### src/rtl/tile_game_ctrl.sv
// Game-flow controller for the tile-sort game: button conditioning, phase
// sequencing (banner, scramble, play, win) and one-command-per-frame issue
// toward the tile datapath over a valid/ready handshake.
module tile_game_ctrl #(
  parameter int DB_W             = 20,
  parameter int DB_COUNT         = 500000,
  parameter int WIN_HOLD_FRAMES  = 120,
  parameter int WIN_FLASH_FRAMES = 15
) (
  input  logic       clk,
  input  logic       rst_n,
  input  logic [4:0] btn_raw,
  input  logic       frame_tick,
  input  logic       scramble_done,
  input  logic       sorted,
  input  logic       cmd_ready,
  output logic       cmd_valid,
  output logic [2:0] cmd_code,
  output logic       scramble_start,
  output logic       show_banner,
  output logic       tiles_enable,
  output logic       win_flash,
  output logic [7:0] move_count,
  output logic [1:0] game_state
);

  typedef enum logic [1:0] {
    ST_BANNER   = 2'b00,
    ST_SCRAMBLE = 2'b01,
    ST_PLAY     = 2'b10,
    ST_WIN      = 2'b11
  } state_t;

  localparam logic [DB_W-1:0] DB_LAST    = DB_W'(DB_COUNT - 1);
  localparam logic [7:0]      HOLD_LAST  = 8'(WIN_HOLD_FRAMES - 1);
  localparam logic [7:0]      FLASH_LAST = 8'(WIN_FLASH_FRAMES - 1);

  logic [4:0]      r_sync1, r_sync2, r_db, r_db_d;
  logic [DB_W-1:0] r_db_cnt [5];
  logic [4:0]      w_press;

  state_t     r_state, w_state_nx;
  logic [4:0] r_pending, w_pending_nx, w_pend_set;
  logic       r_cmd_valid, w_cmd_valid_nx;
  logic [2:0] r_cmd_code, w_cmd_code_nx;
  logic       r_scramble_start, w_scramble_start_nx;
  logic       r_show_banner, r_tiles_enable;
  logic       r_win_flash, w_win_flash_nx;
  logic [7:0] r_move_count, w_move_count_nx;
  logic [7:0] r_frame_cnt, w_frame_cnt_nx;
  logic [7:0] r_flash_cnt, w_flash_cnt_nx;

  // Fixed priority pick: center > up > down > left > right; code = bit index + 1.
  function automatic logic [2:0] f_pick(input logic [4:0] p);
    if (p[1])      return 3'd2;
    else if (p[0]) return 3'd1;
    else if (p[2]) return 3'd3;
    else if (p[3]) return 3'd4;
    else if (p[4]) return 3'd5;
    else           return 3'd0;
  endfunction

  // One-hot pending bit owned by a command code.
  function automatic logic [4:0] f_mask(input logic [2:0] code);
    case (code)
      3'd1:    return 5'b00001;
      3'd2:    return 5'b00010;
      3'd3:    return 5'b00100;
      3'd4:    return 5'b01000;
      3'd5:    return 5'b10000;
      default: return 5'b00000;
    endcase
  endfunction

  // Two-flop synchronizer, then per-button debounce counter and level.
  always_ff @(posedge clk or negedge rst_n) begin
    if (!rst_n) begin
      r_sync1 <= 5'b0;
      r_sync2 <= 5'b0;
      r_db    <= 5'b0;
      r_db_d  <= 5'b0;
      for (int i = 0; i < 5; i++) r_db_cnt[i] <= '0;
    end else begin
      r_sync1 <= btn_raw;
      r_sync2 <= r_sync1;
      r_db_d  <= r_db;
      for (int i = 0; i < 5; i++) begin
        if (r_sync2[i] == r_db[i]) begin
          r_db_cnt[i] <= '0;
        end else if (r_db_cnt[i] == DB_LAST) begin
          r_db[i]     <= ~r_db[i];
          r_db_cnt[i] <= '0;
        end else begin
          r_db_cnt[i] <= r_db_cnt[i] + DB_W'(1);
        end
      end
    end
  end

  // A press is the cycle right after a debounced 0->1 flip.
  assign w_press    = r_db & ~r_db_d;
  assign w_pend_set = r_pending | w_press;

  // Next-state and next-output logic for the game phases.
  always_comb begin
    w_state_nx          = r_state;
    w_pending_nx        = r_pending;
    w_cmd_valid_nx      = r_cmd_valid;
    w_cmd_code_nx       = r_cmd_code;
    w_scramble_start_nx = 1'b0;
    w_win_flash_nx      = r_win_flash;
    w_move_count_nx     = r_move_count;
    w_frame_cnt_nx      = r_frame_cnt;
    w_flash_cnt_nx      = r_flash_cnt;
    case (r_state)
      ST_BANNER: begin
        w_pending_nx = 5'b0;
        if (w_press[1]) begin
          w_state_nx          = ST_SCRAMBLE;
          w_scramble_start_nx = 1'b1;
          w_move_count_nx     = 8'd0;
        end else begin
          w_state_nx = ST_BANNER;
        end
      end
      ST_SCRAMBLE: begin
        w_pending_nx = 5'b0;
        if (scramble_done) w_state_nx = ST_PLAY;
        else               w_state_nx = ST_SCRAMBLE;
      end
      ST_PLAY: begin
        if (r_cmd_valid) begin
          // Outstanding command: only the handshake matters; ticks are ignored.
          if (cmd_ready) begin
            w_cmd_valid_nx = 1'b0;
            w_cmd_code_nx  = 3'd0;
            w_pending_nx   = w_pend_set & ~f_mask(r_cmd_code);
            if ((r_cmd_code != 3'd2) && (r_move_count != 8'd255))
              w_move_count_nx = r_move_count + 8'd1;
            else
              w_move_count_nx = r_move_count;
          end else begin
            w_pending_nx = w_pend_set;
          end
        end else if (frame_tick && sorted) begin
          w_state_nx     = ST_WIN;
          w_pending_nx   = 5'b0;
          w_frame_cnt_nx = 8'd0;
          w_flash_cnt_nx = 8'd0;
          w_win_flash_nx = 1'b0;
        end else if (frame_tick && (r_pending != 5'b0)) begin
          w_cmd_valid_nx = 1'b1;
          w_cmd_code_nx  = f_pick(r_pending);
          w_pending_nx   = w_pend_set;
        end else begin
          w_pending_nx = w_pend_set;
        end
      end
      ST_WIN: begin
        w_pending_nx = 5'b0;
        if (frame_tick) begin
          if (r_frame_cnt == HOLD_LAST) begin
            w_state_nx     = ST_BANNER;
            w_win_flash_nx = 1'b0;
            w_frame_cnt_nx = 8'd0;
            w_flash_cnt_nx = 8'd0;
          end else begin
            w_frame_cnt_nx = r_frame_cnt + 8'd1;
            if (r_flash_cnt == FLASH_LAST) begin
              w_win_flash_nx = ~r_win_flash;
              w_flash_cnt_nx = 8'd0;
            end else begin
              w_flash_cnt_nx = r_flash_cnt + 8'd1;
            end
          end
        end else begin
          w_state_nx = ST_WIN;
        end
      end
      default: begin
        w_state_nx     = ST_BANNER;
        w_pending_nx   = 5'b0;
        w_cmd_valid_nx = 1'b0;
        w_cmd_code_nx  = 3'd0;
      end
    endcase
  end

  // State and registered outputs; layer enables are decoded from the next state.
  always_ff @(posedge clk or negedge rst_n) begin
    if (!rst_n) begin
      r_state          <= ST_BANNER;
      r_pending        <= 5'b0;
      r_cmd_valid      <= 1'b0;
      r_cmd_code       <= 3'd0;
      r_scramble_start <= 1'b0;
      r_show_banner    <= 1'b1;
      r_tiles_enable   <= 1'b0;
      r_win_flash      <= 1'b0;
      r_move_count     <= 8'd0;
      r_frame_cnt      <= 8'd0;
      r_flash_cnt      <= 8'd0;
    end else begin
      r_state          <= w_state_nx;
      r_pending        <= w_pending_nx;
      r_cmd_valid      <= w_cmd_valid_nx;
      r_cmd_code       <= w_cmd_code_nx;
      r_scramble_start <= w_scramble_start_nx;
      r_show_banner    <= (w_state_nx == ST_BANNER);
      r_tiles_enable   <= (w_state_nx != ST_BANNER);
      r_win_flash      <= w_win_flash_nx;
      r_move_count     <= w_move_count_nx;
      r_frame_cnt      <= w_frame_cnt_nx;
      r_flash_cnt      <= w_flash_cnt_nx;
    end
  end

  assign cmd_valid      = r_cmd_valid;
  assign cmd_code       = r_cmd_code;
  assign scramble_start = r_scramble_start;
  assign show_banner    = r_show_banner;
  assign tiles_enable   = r_tiles_enable;
  assign win_flash      = r_win_flash;
  assign move_count     = r_move_count;
  assign game_state     = r_state;

endmodule

### config.mk
export PLATFORM = sky130hd
export DESIGN_NAME = tile_game_ctrl
export DESIGN_NICKNAME = d
export VERILOG_FILES = /design/src/rtl/tile_game_ctrl.sv
export SDC_FILE = /design/constraint.sdc
export NUM_CORES = 1
export LEC_CHECK = 0
export BUFFER_PORTS_ARGS = -buffer_cell sky130_fd_sc_hd__buf_2
export CAP_MARGIN = 20
export CORE_ASPECT_RATIO = 0.8
export CORE_MARGIN = 3
export CORE_UTILIZATION = 25
export CTS_CLUSTER_DIAMETER = 40
export DETAILED_ROUTE_END_ITERATION = 6
export PLACE_DENSITY = 0.4
export RECOVER_POWER = 100
export SLEW_MARGIN = 5
export SYNTH_ARGS = -nofsm -noshare
export SYNTH_HDL_FRONTEND = slang
export SYNTH_SLANG_ARGS = --single-unit
### constraint.sdc
create_clock -name clk -period 6.19 [get_ports clk]
set_clock_uncertainty 0.05 [all_clocks]
set_input_delay 1.5475 -clock clk [delete_from_list [all_inputs] [get_ports clk]]
set_output_delay 1.5475 -clock clk [all_outputs]
set_load 0.03 [all_outputs]
==> flow_summary.ini, run 1 <==
[synth]
synth.avg_cell_area_um2 = 9.91
synthMostInstantiatedCell = dfrtp_1
synth_flop_cell = dfrtp_1
synth_area_leaders = dfrtp_1 51%, xnor2_1 4.7%, nor2_1 4.5%
synth_top_area_cell = dfrtp_1
syn_nets = 796
syn-cell-area_um2 = 7690
yosysTopAreaCellShare_pct = 51.4
synth_commonest_cells = 158 x dfrtp_1, 93 x nor2_1, 51 x nand2_1, 41 x a21oi_1, 41 x xnor2_1
ys_types = 61
synthArstFlopShare_pct = 100
syn-instance-count = 776
ys_seq_area_share_pct = 51.8
yosys_warnings = 0
synth_seq_cells = 159
synth_edf_count = 0

[power_and_ir_drop]
swShare_pct = 21.8
p_int_w = 0.00176
p_switching_w = 0.000490
p_leak_nw = 3.48
pwr-share-seq_pct = 47.1
combPwrFrac_pct = 2.5
power_density_nw_per_um2 = 254
vdd_ir_drop_max_mv = 0.182
power.total_w = 0.00225
p_clk_share_pct = 50.3

[floorplan]
initial_core_util_pct = 25.8
ioPinCount = 29
die_h_um = 163
num_rows = 56
die_x_um = 202
dieArea_um2 = 32900
core_um2 = 29800

[routing]
route.detailed.drc = 0
via_per_inst = 4.67
dr.first_iter.drc_count = 280
vias = 5714
ant_nets = 0
wl_per_cell_um = 13.8
drt-pass1-iter-count = 4
routed_wl_um = 16800

[cells_and_area]
synthToLayoutAreaGrowth_pct = 15.2
postLayoutCellArea_um2 = 8860
drive_gt1_share_pct = 7.22
fillers = 3153
layout.nets = 824
n_antenna_cell = 0
fin_util_pct = 29.7

[placed_design]
dp_hpwl_um = 11500
port-buffer-count = 28
placed_area_um2 = 8300
gp_congestion = 0.761

[cts]
cts.sinks = 159
cts-root-buf = clkbuf_16
clkSlewWorstSetupHoldPaths_ns = 0.07
cts_setup_buffers = 0
hold_buffers = 0
h-tree-depth = 4
cts_tree = done
ctsResizeCount = 0
cts_buffers = 17
clock_latency_ns = 0.44
clock_path_buffers = 2

[worst_setup_path]
critPathArrivalTime_ns = 4.08
crit_path_end_kind = async pin
path_cells = clkbuf_2 -> buf_4
crit_path_top_delay_cell = clkbuf_2
cp.buffers_inverters = 2
cp_top_family = buffers and inverters
slowest_delay_ns = 1.80
critical_path_required_ns = 6.66
crit_fanout = 100
critical_path_class = in2async
start_kind = input pin

[outcome]
status = finished with violations
failed_checks = max-capacitance violations, max-slew violations

[global_route]
grt_pass1_wl_um = 29000
grt_pass1_vias = 5618
grt_usage_pct = 10.9
grt_max_degree = 101
antenna_found_initial = 0
grt_overflow = 0

[timing]
final.setup.tns_ns = 0
max_slew_margin_pct = -72.2
hold_slack_ns = 0.305
grt_setup_unrepaired = false
fmax_mhz = 277
final-max-slew-violation-count = 142
finalSetupViolCount = 0
hold_viol = 0
fin_crit_ns = 3.60
worstMarginPinSlew_ns = 2.58
finalCritPeriodShare_pct = 58.2

[job]
cap_violations = 3

[min_path]
hp-class = reg2reg
==> placed cells by master, fill, tap and decap left out, types with 26 or more instances in the layout <==
| cell type | count |
|---|---|
| dfrtp_1 | 158 |
| nor2_1 | 93 |
| nand2_1 | 51 |
| a21oi_1 | 41 |
| xnor2_1 | 41 |
| nand3_1 | 37 |
| xor2_1 | 33 |
| inv_1 | 30 |
| or4_1 | 26 |
==> layer usage <==
metal / vias to the layer above / share of wire [%] / track usage [%]
met3: 19 / 3.1 / 3.08
met4: 0 / 1.5 / 3.96
li1: 2855 / - / -
met1: 2772 / 55 / 16.5
met5: - / 0 / 0
met2: 68 / 40 / 14.6
==> power groups by stage <==
stage               clock (W)  combinational (W)  sequential, W
finish                0.00113          0.0000571        0.00106
global route          0.00122          0.0000691        0.00106
CTS                   0.00118          0.0000636        0.00106
detailed placement          0          0.0000633        0.00108
global placement            0          0.0000635        0.00108
floorplan                   0          0.0000266        0.00108
==> kinds of logic (layout without fill, tap and decap cells) <==
logic type	Yosys count	count (layout)	share of synthesized area [%]
adder cells (fa/ha/maj)	9	9	1.46
XOR/XNOR	74	74	8.43
flip-flops	159	159	51.8
buffers and inverters	55	96	2.82
AND/OR/NAND/NOR	351	351	24.3
AO/OA/AOI/OAI	120	120	10.1
multiplexers	8	8	1.14
==> metrics by stage <==
step | cells | setup slack [ns]
floorplan | 776 | 3.37
global placement | 1190 | 2.66
detailed placement | 1190 | 2.73
CTS | 1222 | 3.04
global route | 1223 | 2.03
finish | 1223 | 2.59
==> state kept, by name, indices dropped and copies added (netlist names) <==
signal and count:
tiles_enable 1, r_db 5, r_sync2 5, r_sync1 5
game_state 2, r_frame_cnt 8, r_db_d 5, scramble_start 1
r_pending 5, r_db_cnt 100, cmd_code 3, win_flash 1
show_banner 1, cmd_valid 1, r_flash_cnt 8, move_count 8
==> final cells by class <==
cell class              count  area [µm²]  area share, %
clock inverters            13         185           2.09
inverters                  30         113           1.27
repair buffers             34         154           1.74
clock buffers              19         453           5.11
flip-flops and latches    159        3980           44.9
well taps                 406         508           5.74
multi-input cells         562        3460           39.1
==> worst paths after layout <==
| path | from | to | slack (ns) | depth (start not counted) |
|---|---|---|---|---|
| max reg2reg | r_db_cnt[27]$_DFF_PN0_ | r_db_cnt[27]$_DFF_PN0_ | 2.64 | 4 |
| min | r_sync1[2]$_DFF_PN0_ | r_sync2[2]$_DFF_PN0_ | 0.31 | 0 |
| max | rst_n | show_banner$_DFF_PN1_ | 2.59 | 2 |
| min reg2reg | r_sync1[2]$_DFF_PN0_ | r_sync2[2]$_DFF_PN0_ | 0.31 | 0 |
| max in group clk | r_db_cnt[27]$_DFF_PN0_ | r_db_cnt[27]$_DFF_PN0_ | 2.64 | 4 |
| min in group asynchronous | rst_n | r_db_cnt[80]$_DFF_PN0_ | 1.87 | 1 |
(Power assumes the default switching activity.)
==> run 2: changes to the inputs <==
PLACE_DENSITY = 0.41   (was 0.4)
clock period = 3.3 ns   (was 6.19 ns; I/O delays follow)
==> flow_summary.ini, run 2 (synthesized netlist as in run 1, its figures left out) <==
[floorplan]
dieArea_um2 = 32900
core_um2 = 29800
ioPinCount = 29
die_x_um = 202
initial_core_util_pct = 25.8
die_h_um = 163
num_rows = 56

[cts]
cts_tree = done
clkSlewWorstSetupHoldPaths_ns = 0.06
h-tree-depth = 4
hold_buffers = 0
clock_latency_ns = 0.43
cts_buffers = 17
cts-root-buf = clkbuf_16
ctsResizeCount = 0
clock_path_buffers = 2
cts_setup_buffers = 0
cts.sinks = 159

[cells_and_area]
final_cell_mix = 158 x dfrtp_1, 93 x nor2_1, 51 x nand2_1
layout.area.seq_um2 = 3980
fin_util_pct = 29.8
fillers = 3094
multi_input_area_um2 = 3470
largest_reg_flops = 100
n_antenna_cell = 0
layout.nets = 830
layout_commonest_cell = dfrtp_1
synthToLayoutAreaGrowth_pct = 15.3
drive_gt1_share_pct = 7.41
largest_register = r_db_cnt

[global_route]
grt_max_degree = 60
antenna_found_initial = 0
grt_usage_pct = 10.7
grt_overflow = 0
grt_pass1_vias = 5465
grt_pass1_wl_um = 28800

[routing]
ant_nets = 0
vias = 5720
wl_per_cell_um = 13.6
dr.first_iter.drc_count = 355
via_per_inst = 4.65
drt-pass1-iter-count = 5
route.detailed.drc = 0
routed_wl_um = 16700

[worst_setup_path]
critical_path_required_ns = 3.53
crit_path_end_kind = flop
regToRegEndpoint = win_flash$_DFFE_PN0P_
crit_fanout = 11
rr_worst_depth = 4
start_kind = flop
critical_path_class = reg2reg
r2r-start = game_state[1]$_DFF_PN0_
r2r_setup_slack_ns = 0.74
critPathArrivalTime_ns = 2.79

[placed_design]
port-buffer-count = 28
gp_congestion = 0.733
dp_hpwl_um = 11400

[outcome]
failed_checks = max-capacitance violations, max-slew violations
status = finished with violations

[timing]
worstMarginPinSlew_ns = 1.52
final.setup.tns_ns = 0
grt_setup_unrepaired = false
max_slew_margin_pct = -1.64
fmax_mhz = 391
fin_crit_ns = 2.56
finalSetupViolCount = 0
finalCritPeriodShare_pct = 77.4
final-max-slew-violation-count = 59
hold_viol = 0

[min_path]
hold_depth = 0
hold_path_end = r_sync2[3]$_DFF_PN0_
hp-class = reg2reg
min_from = r_sync1[3]$_DFF_PN0_

[job]
cap_violations = 1

[power_and_ir_drop]
power_density_nw_per_um2 = 462
p_leak_nw = 3.47
vdd_ir_drop_max_mv = 0.327
## run 2: cell types whose count changed in the layout (fill, tap and decap cells not counted), moves of 2 or more
| cell | before | now |
|---|---|---|
| clkinv_4 | 0 | 4 |
| clkbuf_1 | 23 | 28 |
| buf_4 | 2 | 6 |
| clkbuf_8 | 2 | 4 |
| clkinv_2 | 3 | 0 |
| bufinv_16 | 4 | 2 |
| clkinvlp_4 | 4 | 1 |
## run 2: critical path, stage by stage, from the launching register on
cell       delay [ns]
dfrtp_1          0.57
and2_0           0.51
o21ai_0          0.53
a21oi_1          0.62
o2bb2ai_1        0.14
## run 2: how the worst max path moves through the flow
stage	from	end	slack, ns	cells after the start
finish	game_state[1]$_DFF_PN0_	win_flash$_DFFE_PN0P_	0.74	4
global route	game_state[1]$_DFF_PN0_	win_flash$_DFFE_PN0P_	0.48	4
CTS	game_state[0]$_DFF_PN0_	game_state[0]	0.89	1
detailed placement	frame_tick	win_flash$_DFFE_PN0P_	0.77	5
global placement	frame_tick	win_flash$_DFFE_PN0P_	0.82	5
floorplan	frame_tick	win_flash$_DFFE_PN0P_	1.20	5
## run 2: per-layer routing
| layer | routed length (µm) | track usage [%] | vias up |
|---|---|---|---|
| li1 | - | - | 2880 |
| met1 | 9380 | 16.7 | 2773 |
| met2 | 6700 | 14.2 | 57 |
| met3 | 433 | 2.60 | 10 |
| met4 | 197 | 3.42 | 0 |
| met5 | 0 | 0 | - |
## run 2: final cells by class
class,instances,share of cell area (%)
Clock buffer,25,5.59
Multi-Input combinational cell,562,39.1
Inverter,30,1.27
Clock inverter,7,1.16
Tap cell,406,5.73
Sequential cell,159,44.9
Timing Repair Buffer,40,2.26
## run 2: per-stage QoR
| stage | instance area, µm² | setup slack (ns) | std cells | hold WS, ns | total power, W |
|---|---|---|---|---|---|
| 2_1_floorplan | 7690 | 1.20 | 776 | 0.281 | 0.00207 |
| 5_1_grt | 8870 | 0.481 | 1229 | 0.322 | 0.00429 |
| 4_1_cts | 8950 | 0.894 | 1229 | 0.303 | 0.00419 |
| 3_3_place_gp | 8350 | 0.821 | 1197 | 0.289 | 0.00215 |
| 3_5_place_dp | 8350 | 0.768 | 1197 | 0.289 | 0.00215 |
| 6_report | 8870 | 0.745 | 1229 | 0.300 | 0.00410 |
## run 2: where the power goes
part	total (W)	internal, W	switching [W]	leakage (nW)
Combinational	0.000113	0.0000303	0.0000826	1.03
Clock	0.00200	0.00120	0.000795	0.288
Sequential	0.00199	0.00197	0.0000191	2.15
Total	0.00410	0.00320	0.000896	3.47
